## config.mk

```make
export PLATFORM = sky130hd
export DESIGN_NAME = riscv_fetch_unit
export DESIGN_NICKNAME = d
export VERILOG_FILES = /design/src/rtl/riscv_fetch_unit.sv
export SDC_FILE = /design/constraint.sdc
export NUM_CORES = 1
export LEC_CHECK = 0
export ABC_CLOCK_PERIOD_IN_PS = 3200
export BUFFER_PORTS_ARGS = -buffer_cell sky130_fd_sc_hd__buf_2
export CAP_MARGIN = 20
export CORE_ASPECT_RATIO = 0.6
export CORE_UTILIZATION = 56
export CTS_CLUSTER_SIZE = 16
export DETAILED_ROUTE_END_ITERATION = 16
export PLACE_DENSITY = 0.78
export SLEW_MARGIN = 30
export SYNTH_ARGS = -nofsm -noshare
export SYNTH_HDL_FRONTEND = slang
export SYNTH_SLANG_ARGS = --single-unit
```

## constraint.sdc

```tcl
create_clock -name clk_i -period 3.2 [get_ports clk_i]
set_input_delay 0.48 -clock clk_i [delete_from_list [all_inputs] [get_ports clk_i]]
set_output_delay 0.48 -clock clk_i [all_outputs]
set_load 0.02 [all_outputs]
```

## src/rtl/riscv_fetch_unit.sv

```systemverilog
// Instruction fetch unit: pipelined req/gnt/rvalid fetch into a PC-tagged prefetch FIFO.
// Optional macro FETCH_BYPASS_EN forwards a response straight to the decoder when the FIFO is empty.
module riscv_fetch_unit #(
    parameter int unsigned FIFO_DEPTH      = 4,
    parameter int unsigned MAX_OUTSTANDING = 2,
    parameter logic [31:0] RESET_PC        = 32'h0000_0000
) (
    input  logic        clk_i,
    input  logic        arstn_i,
    output logic        instr_req_o,
    output logic [31:0] instr_addr_o,
    input  logic        instr_gnt_i,
    input  logic        instr_rvalid_i,
    input  logic [31:0] instr_rdata_i,
    input  logic        redirect_i,
    input  logic [31:0] redirect_pc_i,
    output logic        fetch_valid_o,
    output logic [31:0] fetch_instr_o,
    output logic [31:0] fetch_pc_o,
    input  logic        fetch_ready_i
);

    localparam int PTR_W = $clog2(FIFO_DEPTH);
    localparam int CNT_W = $clog2(FIFO_DEPTH + 1);
    localparam int SUM_W = CNT_W + 1;
    localparam logic [SUM_W-1:0] DEPTH_S = SUM_W'(FIFO_DEPTH);
    localparam logic [CNT_W-1:0] MAX_C   = CNT_W'(MAX_OUTSTANDING);

    logic             req_q;
    logic [31:0]      addr_q;
    logic [31:0]      fetch_pc_q;
    logic [31:0]      resp_pc_q;
    logic             stale_q;
    logic [CNT_W-1:0] outstanding_q;
    logic [CNT_W-1:0] discard_q;
    logic [CNT_W-1:0] count_q;
    logic [PTR_W-1:0] rd_ptr_q;
    logic [PTR_W-1:0] wr_ptr_q;
    logic [31:0]      fifo_pc_q    [FIFO_DEPTH];
    logic [31:0]      fifo_instr_q [FIFO_DEPTH];

    logic             granted;
    logic             resp_ok;
    logic             keep_resp;
    logic             drop_resp;
    logic             fifo_valid;
    logic             bypass_take;
    logic             push;
    logic             pop;
    logic             req_d;
    logic [31:0]      redirect_target;
    logic [31:0]      fetch_pc_d;
    logic [CNT_W-1:0] outstanding_d;
    logic [CNT_W-1:0] count_d;
    logic [SUM_W-1:0] in_use_d;

    assign redirect_target = redirect_pc_i & ~32'h3;
    assign granted         = req_q & instr_gnt_i;
    // A response with nothing in flight is a protocol error and is ignored outright.
    assign resp_ok         = instr_rvalid_i & (outstanding_q != '0);
    assign drop_resp       = resp_ok & (discard_q != '0);
    assign keep_resp       = resp_ok & (discard_q == '0) & ~redirect_i;
    assign fifo_valid      = (count_q != '0);

`ifdef FETCH_BYPASS_EN
    logic bypass_valid;
    assign bypass_valid  = keep_resp & ~fifo_valid;
    assign bypass_take   = bypass_valid & fetch_ready_i;
    assign fetch_valid_o = fifo_valid | bypass_valid;
    assign fetch_instr_o = bypass_valid ? instr_rdata_i : fifo_instr_q[rd_ptr_q];
    assign fetch_pc_o    = bypass_valid ? resp_pc_q : fifo_pc_q[rd_ptr_q];
`else
    assign bypass_take   = 1'b0;
    assign fetch_valid_o = fifo_valid;
    assign fetch_instr_o = fifo_instr_q[rd_ptr_q];
    assign fetch_pc_o    = fifo_pc_q[rd_ptr_q];
`endif

    assign push         = keep_resp & ~bypass_take;
    assign pop          = fifo_valid & fetch_ready_i & ~redirect_i;
    assign instr_req_o  = req_q;
    assign instr_addr_o = addr_q;

    // A stale request granted after a redirect must not advance the new fetch stream.
    always_comb begin
        outstanding_d = outstanding_q + CNT_W'(granted) - CNT_W'(resp_ok);
        count_d       = redirect_i ? '0 : (count_q + CNT_W'(push) - CNT_W'(pop));
        fetch_pc_d    = fetch_pc_q;
        if (redirect_i)
            fetch_pc_d = redirect_target;
        else if (granted && !stale_q)
            fetch_pc_d = fetch_pc_q + 32'd4;
        in_use_d = {1'b0, outstanding_d} + {1'b0, count_d};
        req_d    = (req_q & ~instr_gnt_i) | ((in_use_d < DEPTH_S) & (outstanding_d < MAX_C));
    end

    always_ff @(posedge clk_i or negedge arstn_i) begin
        if (!arstn_i) begin
            req_q         <= 1'b0;
            addr_q        <= RESET_PC;
            fetch_pc_q    <= RESET_PC;
            resp_pc_q     <= RESET_PC;
            stale_q       <= 1'b0;
            outstanding_q <= '0;
            discard_q     <= '0;
            count_q       <= '0;
            rd_ptr_q      <= '0;
            wr_ptr_q      <= '0;
            for (int unsigned i = 0; i < FIFO_DEPTH; i++) begin
                fifo_pc_q[i]    <= RESET_PC;
                fifo_instr_q[i] <= '0;
            end
        end else begin
            req_q <= req_d;
            if (!req_q || instr_gnt_i)
                addr_q <= fetch_pc_d;
            fetch_pc_q    <= fetch_pc_d;
            outstanding_q <= outstanding_d;
            count_q       <= count_d;
            if (redirect_i) begin
                // Everything still in flight after this edge is stale; an ungranted one is counted at its grant.
                resp_pc_q <= redirect_target;
                discard_q <= outstanding_d;
                stale_q   <= req_q & ~instr_gnt_i;
                rd_ptr_q  <= '0;
                wr_ptr_q  <= '0;
            end else begin
                if (keep_resp)
                    resp_pc_q <= resp_pc_q + 32'd4;
                discard_q <= discard_q + CNT_W'(granted & stale_q) - CNT_W'(drop_resp);
                if (granted)
                    stale_q <= 1'b0;
                if (push) begin
                    fifo_pc_q[wr_ptr_q]    <= resp_pc_q;
                    fifo_instr_q[wr_ptr_q] <= instr_rdata_i;
                    wr_ptr_q               <= wr_ptr_q + PTR_W'(1);
                end
                if (pop)
                    rd_ptr_q <= rd_ptr_q + PTR_W'(1);
            end
        end
    end

endmodule

```

# Yosys cells after proc, flatten, opt, wreduce, memory -nomap -nowiden

Cells that the tools add are included.

Add/subtract/negate cells: 11
Multipliers: 0
Div/mod/pow operators: 0
Magnitude comparators: 5
Eq/ne operators: 0
Shift operators: 0
Mux-type cells: 22
Bitwise operators: 15
Reduce and logical (&&, ||, !) cells: 13

Operators with widths:

| cell                                                                         | number |
|---|---|
| 32-bit 2-to-1 mux                                                            | 9 |
| 128-bit bitwise mux                                                          | 2 |
| 32-bit binary-select mux with 2-bit select                                   | 2 |
| 32-bit by 3-bit adder with 32-bit output, second input constant              | 2 |
| 32-bit demux with 2-bit select                                               | 1 |
| 1-bit bitwise AND                                                            | 10 |
| 3-bit by 1-bit adder with 3-bit output                                       | 3 |
| 3-bit nonzero test                                                           | 3 |
| 3-bit by 1-bit subtractor with 3-bit output                                  | 3 |
| 2-bit 2-to-1 mux                                                             | 4 |
| 3-bit >= comparator, second input constant                                   | 2 |
| 3-bit 2-to-1 mux                                                             | 2 |
| 2-bit NOT with 3-bit output                                                  | 2 |
| 2-bit nonzero test                                                           | 3 |
| 2-bit by 1-bit adder with 2-bit output, second input constant                | 2 |
| 3-bit by 3-bit adder with 4-bit output                                       | 1 |
| 4-bit by 3-bit less-than comparator with 1-bit output, second input constant | 1 |
| 3-bit zero test                                                              | 1 |
| 3-bit by 1-bit less-than comparator with 1-bit output, second input constant | 1 |
| 3-bit by 2-bit less-than comparator with 1-bit output, second input constant | 1 |
| 1-bit logical AND                                                            | 2 |
| 1-bit zero test                                                              | 2 |
| 1-bit 2-to-1 mux                                                             | 2 |
| 1-bit NOT                                                                    | 2 |
| other kinds (3)                                                              | 3 |

Register bits after elaboration: 367
Latch bits: 0
Bits in writable memories: 0
Memory bits (read-only): 0
Bits of input ports: 70
Output and inout port bits: 98
Word-level logic and storage cells: 84
Memories kept: 0

# Depth between registers and ports, before layout

Depth in word-level cells: 11
Gate-level depth with buffers: 15
Gate-level depth less buffers: 15

# Least setup slack after synthesis

Ideal clock, no wire load.

Path type: input-to-reg
Start: input redirect_i
End: register req_q, in the netlist instr_req_o
Library setup time: 0.083 ns
Arrival: 3.069 ns
Required time: 3.117 ns
Path slack: 0.049 ns
Cell stages on the path: 14
Buffers on the path: 3
Path through: clkbuf_1 clkbuf_1 buf_1 nor2_1 ha_1 inv_1 ha_1 fa_1 xnor2_1 nor2_1 ha_1 nor4_1 nand2_1 o21ai_0

Longest elaborated chain between the ends: 9
Elaborated cells on any way between the ends: 10
Classes of those cells: 3 x add/sub; 1 x order compare; 1 x mux; 5 x bitwise

Ends and longest elaborated chain:

| element                                                   | line | source |
|---|---|---|
| start, declared                                           | 15   | `input logic redirect_i,` |
| 1-bit NOT (no line)                                       | -    |  |
| 1-bit bitwise AND                                         | 62   | `assign keep_resp = resp_ok & (discard_q == '0) & ~redirect_i;` |
| 3-bit by 1-bit adder with 3-bit output                    | 87   | `count_d = redirect_i ? '0 : (count_q + CNT_W'(push) - CNT_W'(pop));` |
| 3-bit by 1-bit subtractor with 3-bit output               | 87   |  |
| 3-bit 2-to-1 mux (*)                                      | 87   |  |
| named net count_d[2]                                      | 54   | `logic [CNT_W-1:0] count_d;` |
| 3-bit by 3-bit adder with 4-bit output (*)                | 93   | `in_use_d = {1'b0, outstanding_d} + {1'b0, count_d};` |
| 4-bit by 3-bit less-than comparator with 1-bit output (*) | 94   | `req_d = (req_q & ~instr_gnt_i) \| ((in_use_d < DEPTH_S) & (outstanding_d < MAX_C));` |
| 1-bit bitwise AND (*)                                     | 94   |  |
| 1-bit OR (*)                                              | 94   |  |
| named net req_d                                           | 50   | `logic req_d;` |
| end signal, assigned                                      | 114  | `req_q <= req_d;` |
| end, declared                                             | 29   | `logic req_q;` |

The timed path passes the listed nets; every way through them passes the cells marked *.
A chain may end at the register's enable or synchronous reset.

# Final worst setup path

Start: register outstanding_q[2]
End: register req_q, in the netlist instr_req_o

Elaborated cells on any way between the ends: 14
Classes of those cells: 5 x add/sub; 2 x order compare; 1 x mux; 5 x bitwise; 1 x reduce/logical

RTL lines:

| element                                                                        | line | source |
|---|---|---|
| start, declared                                                                | 34   | `logic [CNT_W-1:0] outstanding_q;` |
| start signal, assigned                                                         | 118  | `outstanding_q <= outstanding_d;` |
| branches (longest 2 deep; another with 3-bit by 1-bit adder with 3-bit output) | -    |  |
| 3-bit by 1-bit subtractor with 3-bit output (*)                                | 86   | `outstanding_d = outstanding_q + CNT_W'(granted) - CNT_W'(resp_ok);` |
| named net outstanding_d[2]                                                     | 53   | `logic [CNT_W-1:0] outstanding_d;` |
| 3-bit by 3-bit adder with 4-bit output                                         | 93   |  |
| 4-bit by 3-bit less-than comparator with 1-bit output                          | 94   |  |
| 1-bit bitwise AND (*)                                                          | 94   |  |
| 1-bit OR (*)                                                                   | 94   |  |
| named net req_d                                                                | 50   |  |

Mark *: on every way through the listed nets, which the timed path passes.

==> results.toml <==
[drt]
finalWirelength_mm = 35.9
route.detailed.drc = 0
drtIter0Drc = 776
vias = 10200
vias_per_cell = 5.97
wl_per_cell_um = 21.0
firstDrtPassIters = 5
ant_nets = 0

[power]
seq_power_share = 0.421
sw_frac_of_total = 0.322
pwr-share-clk = 0.272
peakVddDrop_mv = 0.511
p_leak_nw = 8.73
pwr-share-comb = 0.307
p_per_area_nw_per_um2 = 763
netSwitchingPower_w = 0.00457
intPower_w = 0.00961

[clock_network]
cts_sinks = 357
cts_tree = "built"
htreeDepth = 2
cts_buffer_depth = 3
clkTransAtPathRegs_ns = 0.06
cts_made_buffers = 34
worstSkewPairLatency_ns = 0.51
root_buffer = "clkbuf_16"
ctsHoldBuffers = 0

[global_route]
grtUsageTotal = 0.252
grt_max_degree = 89
grt_pass1_wl_mm = 58.8
grt_pass1_vias = 10700
grt-ovfl-total = 0
antenna_found_initial = 2

[worst_setup_path]
critPathLaunchType = "register"
cp.required_ns = 3.63
end_kind = "register"
critPathKind = "register to register"
crit_fanout = 4
critPathTopFamily = "adder cells"
slowest_stage = "dfrtp_1"
worstPathArrival_ns = 3.34
critPathMostFrequentCell = "ha_1"
cpPeakStageDelay_ns = 0.42
crit_buf_inv = 2
path_cells = "o31ai_4 > inv_1 > ha_1 > inv_1 > ha_1 > fa_1 > xnor2_1 > xnor2_1 > ha_1 > nor4_1 > nand2_1 > o21ai_0"

[layout]
layout-drive-gt1-share = 0.439
fillers = 2066
utilization = 0.661
final_nets = 1413
final_common_cell = "dfrtp_1"
final_cell_mix = "355 x dfrtp_1, 262 x mux2_2, 162 x buf_2, 62 x mux4_2, 61 x nor2_1"
area_delta_synth_final_pct = 13.9

[floorplan]
ioPinCount = 168
start_util = 0.581
row_count = 47
die_w_um = 222
die_area_um2 = 29900
die_y_um = 134
core_um2 = 28100

[synthesis]
synth-edff-count = 0
ys.flop_type = "dfrtp_1"
synth_cell_type_count = 56
synth_seq_cells = 357
async_reset_ff_frac = 1.00
netlist_instances = 1170
avgSynthCellArea_um2 = 14.0
yosysSeqAreaShare = 0.547
yosysWarnings = 0
syn-cell-area_um2 = 16300

[placed_design]
place_ws_ns = 0.00470
place.gp.congestion = 0.867
place.port_buffers = 163
hpwlAfterDp_mm = 24.2

[outcome]
status = "complete, but fails checks"
violations = "negative hold slack"

[sta]
final.setup.worst_slack_ns = 0.289
max_freq_mhz = 344
min_period_over_period = 0.910
hold_ws_ns = -0.0384
worst_pin_slew_ns = 0.801
finClkSkew_ns = 0.0148
setup_tns_ns = 0
rsz0062_at_grt = "false"
slew_headroom = 0.461
period_needed_ns = 2.91
setup_viol = 0
finalMaxSlewViolations = 0
hold_viol = 19

[hold_path]
hold_path_class = "input pin to asynchronous set/reset pin"

[run]
maxCapViolations = 0
cell type report:
class / instances / area (µm²) / share of cell area
Clock buffer: 47 / 981 / 0.0528
Antenna cell: 1 / 2.50 / 0.000135
Multi-Input combinational cell: 721 / 6940 / 0.373
Clock inverter: 8 / 68.8 / 0.00370
Sequential cell: 357 / 8940 / 0.481
Tap cell: 367 / 459 / 0.0247
Timing Repair Buffer: 193 / 1130 / 0.0606
Inverter: 19 / 71.3 / 0.00384
stage by stage:
step	hold slack (ns)	cells	instance area, µm²	total power, W
after floorplan	0.184	1171	16300	0.00895
after global placement	0.453	1656	17500	0.0102
after detailed placement	0.455	1656	17500	0.0104
after CTS	0.00189	1712	18600	0.0143
after global routing	0.000206	1713	18600	0.0149
final	-0.0384	1713	18600	0.0142
synthesized netlist by cell type, types with 7 or more instances:
master,n,area [µm²]
dfrtp_1,357,8930
mux2_2,262,2950
nor2_1,63,236
mux4_2,62,1400
nand2_1,57,214
a21oi_1,42,210
xor2_1,40,350
buf_4,31,233
nand3_1,28,140
clkbuf_1,26,97.6
inv_1,19,71.3
nand4_1,17,106
xnor2_1,15,131
ha_1,14,175
buf_2,10,50.1
o31ai_1,10,75.1
nor3_1,9,45.0
o21ai_0,9,45.0
a221oi_1,8,70.1
a31oi_1,8,50.1
and3_1,8,50.1
nor2b_1,7,43.8
flip-flops by register name, indices dropped and copies added (netlist names):
signal	cells
fetch_pc_q	32
outstanding_q	3
stale_q	1
discard_q	3
count_q	3
rd_ptr_q	2
fifo_pc_q	120
wr_ptr_q	2
instr_req_o	1
resp_pc_q	30
instr_addr_o	32
fifo_instr_q	128
repair_timing:
action                                 4_1_cts  5_1_grt
endpoints found under the hold margin        0        0
pin swaps                                    1        1
gates resized for setup                      0        2
setup endpoints to repair                    1        1
buffers inserted                             1        0
metal layers:
metal  GRT usage  share of wire  vias up
met5           0              0        -
met4      0.0579          0.012        0
met3      0.0607          0.063       42
met2       0.394           0.47      263
met1       0.360           0.45     5356
li1            -              -     4561
cell families after synthesis:
| kind of cell | share of synthesized area |
|---|---|
| flip-flops | 0.547 |
| other | 0.000230 |
| buffers and inverters | 0.0296 |
| AO/OA/AOI/OAI | 0.0379 |
| XOR/XNOR | 0.0295 |
| AND/OR/NAND/NOR | 0.0735 |
| adder cells (fa/ha/maj) | 0.0144 |
| multiplexers | 0.268 |
power groups by stage:
stage | registers, W | clock network [W] | logic (W)
after floorplan | 0.00587 | 0 | 0.00308
after global placement | 0.00598 | 0 | 0.00426
after detailed placement | 0.00604 | 0 | 0.00438
after CTS | 0.00597 | 0.00395 | 0.00440
after global routing | 0.00610 | 0.00414 | 0.00468
final | 0.00597 | 0.00386 | 0.00435
final timing paths:
kind	startpoint	to	slack (ns)	depth (start not counted)
max	outstanding_q[2]	instr_req_o	0.29	12
min	arstn_i	fifo_instr_q[18]	-0.04	1
max reg2reg	outstanding_q[2]	instr_req_o	0.29	12
min reg2reg	instr_addr_o[1]	instr_addr_o[1]	0.47	2
max in group asynchronous	arstn_i	fifo_pc_q[62]	2.29	2
min in group clk_i	redirect_pc_i[5]	resp_pc_q[5]	0.23	2
Power figures use the tool's default switching activity.
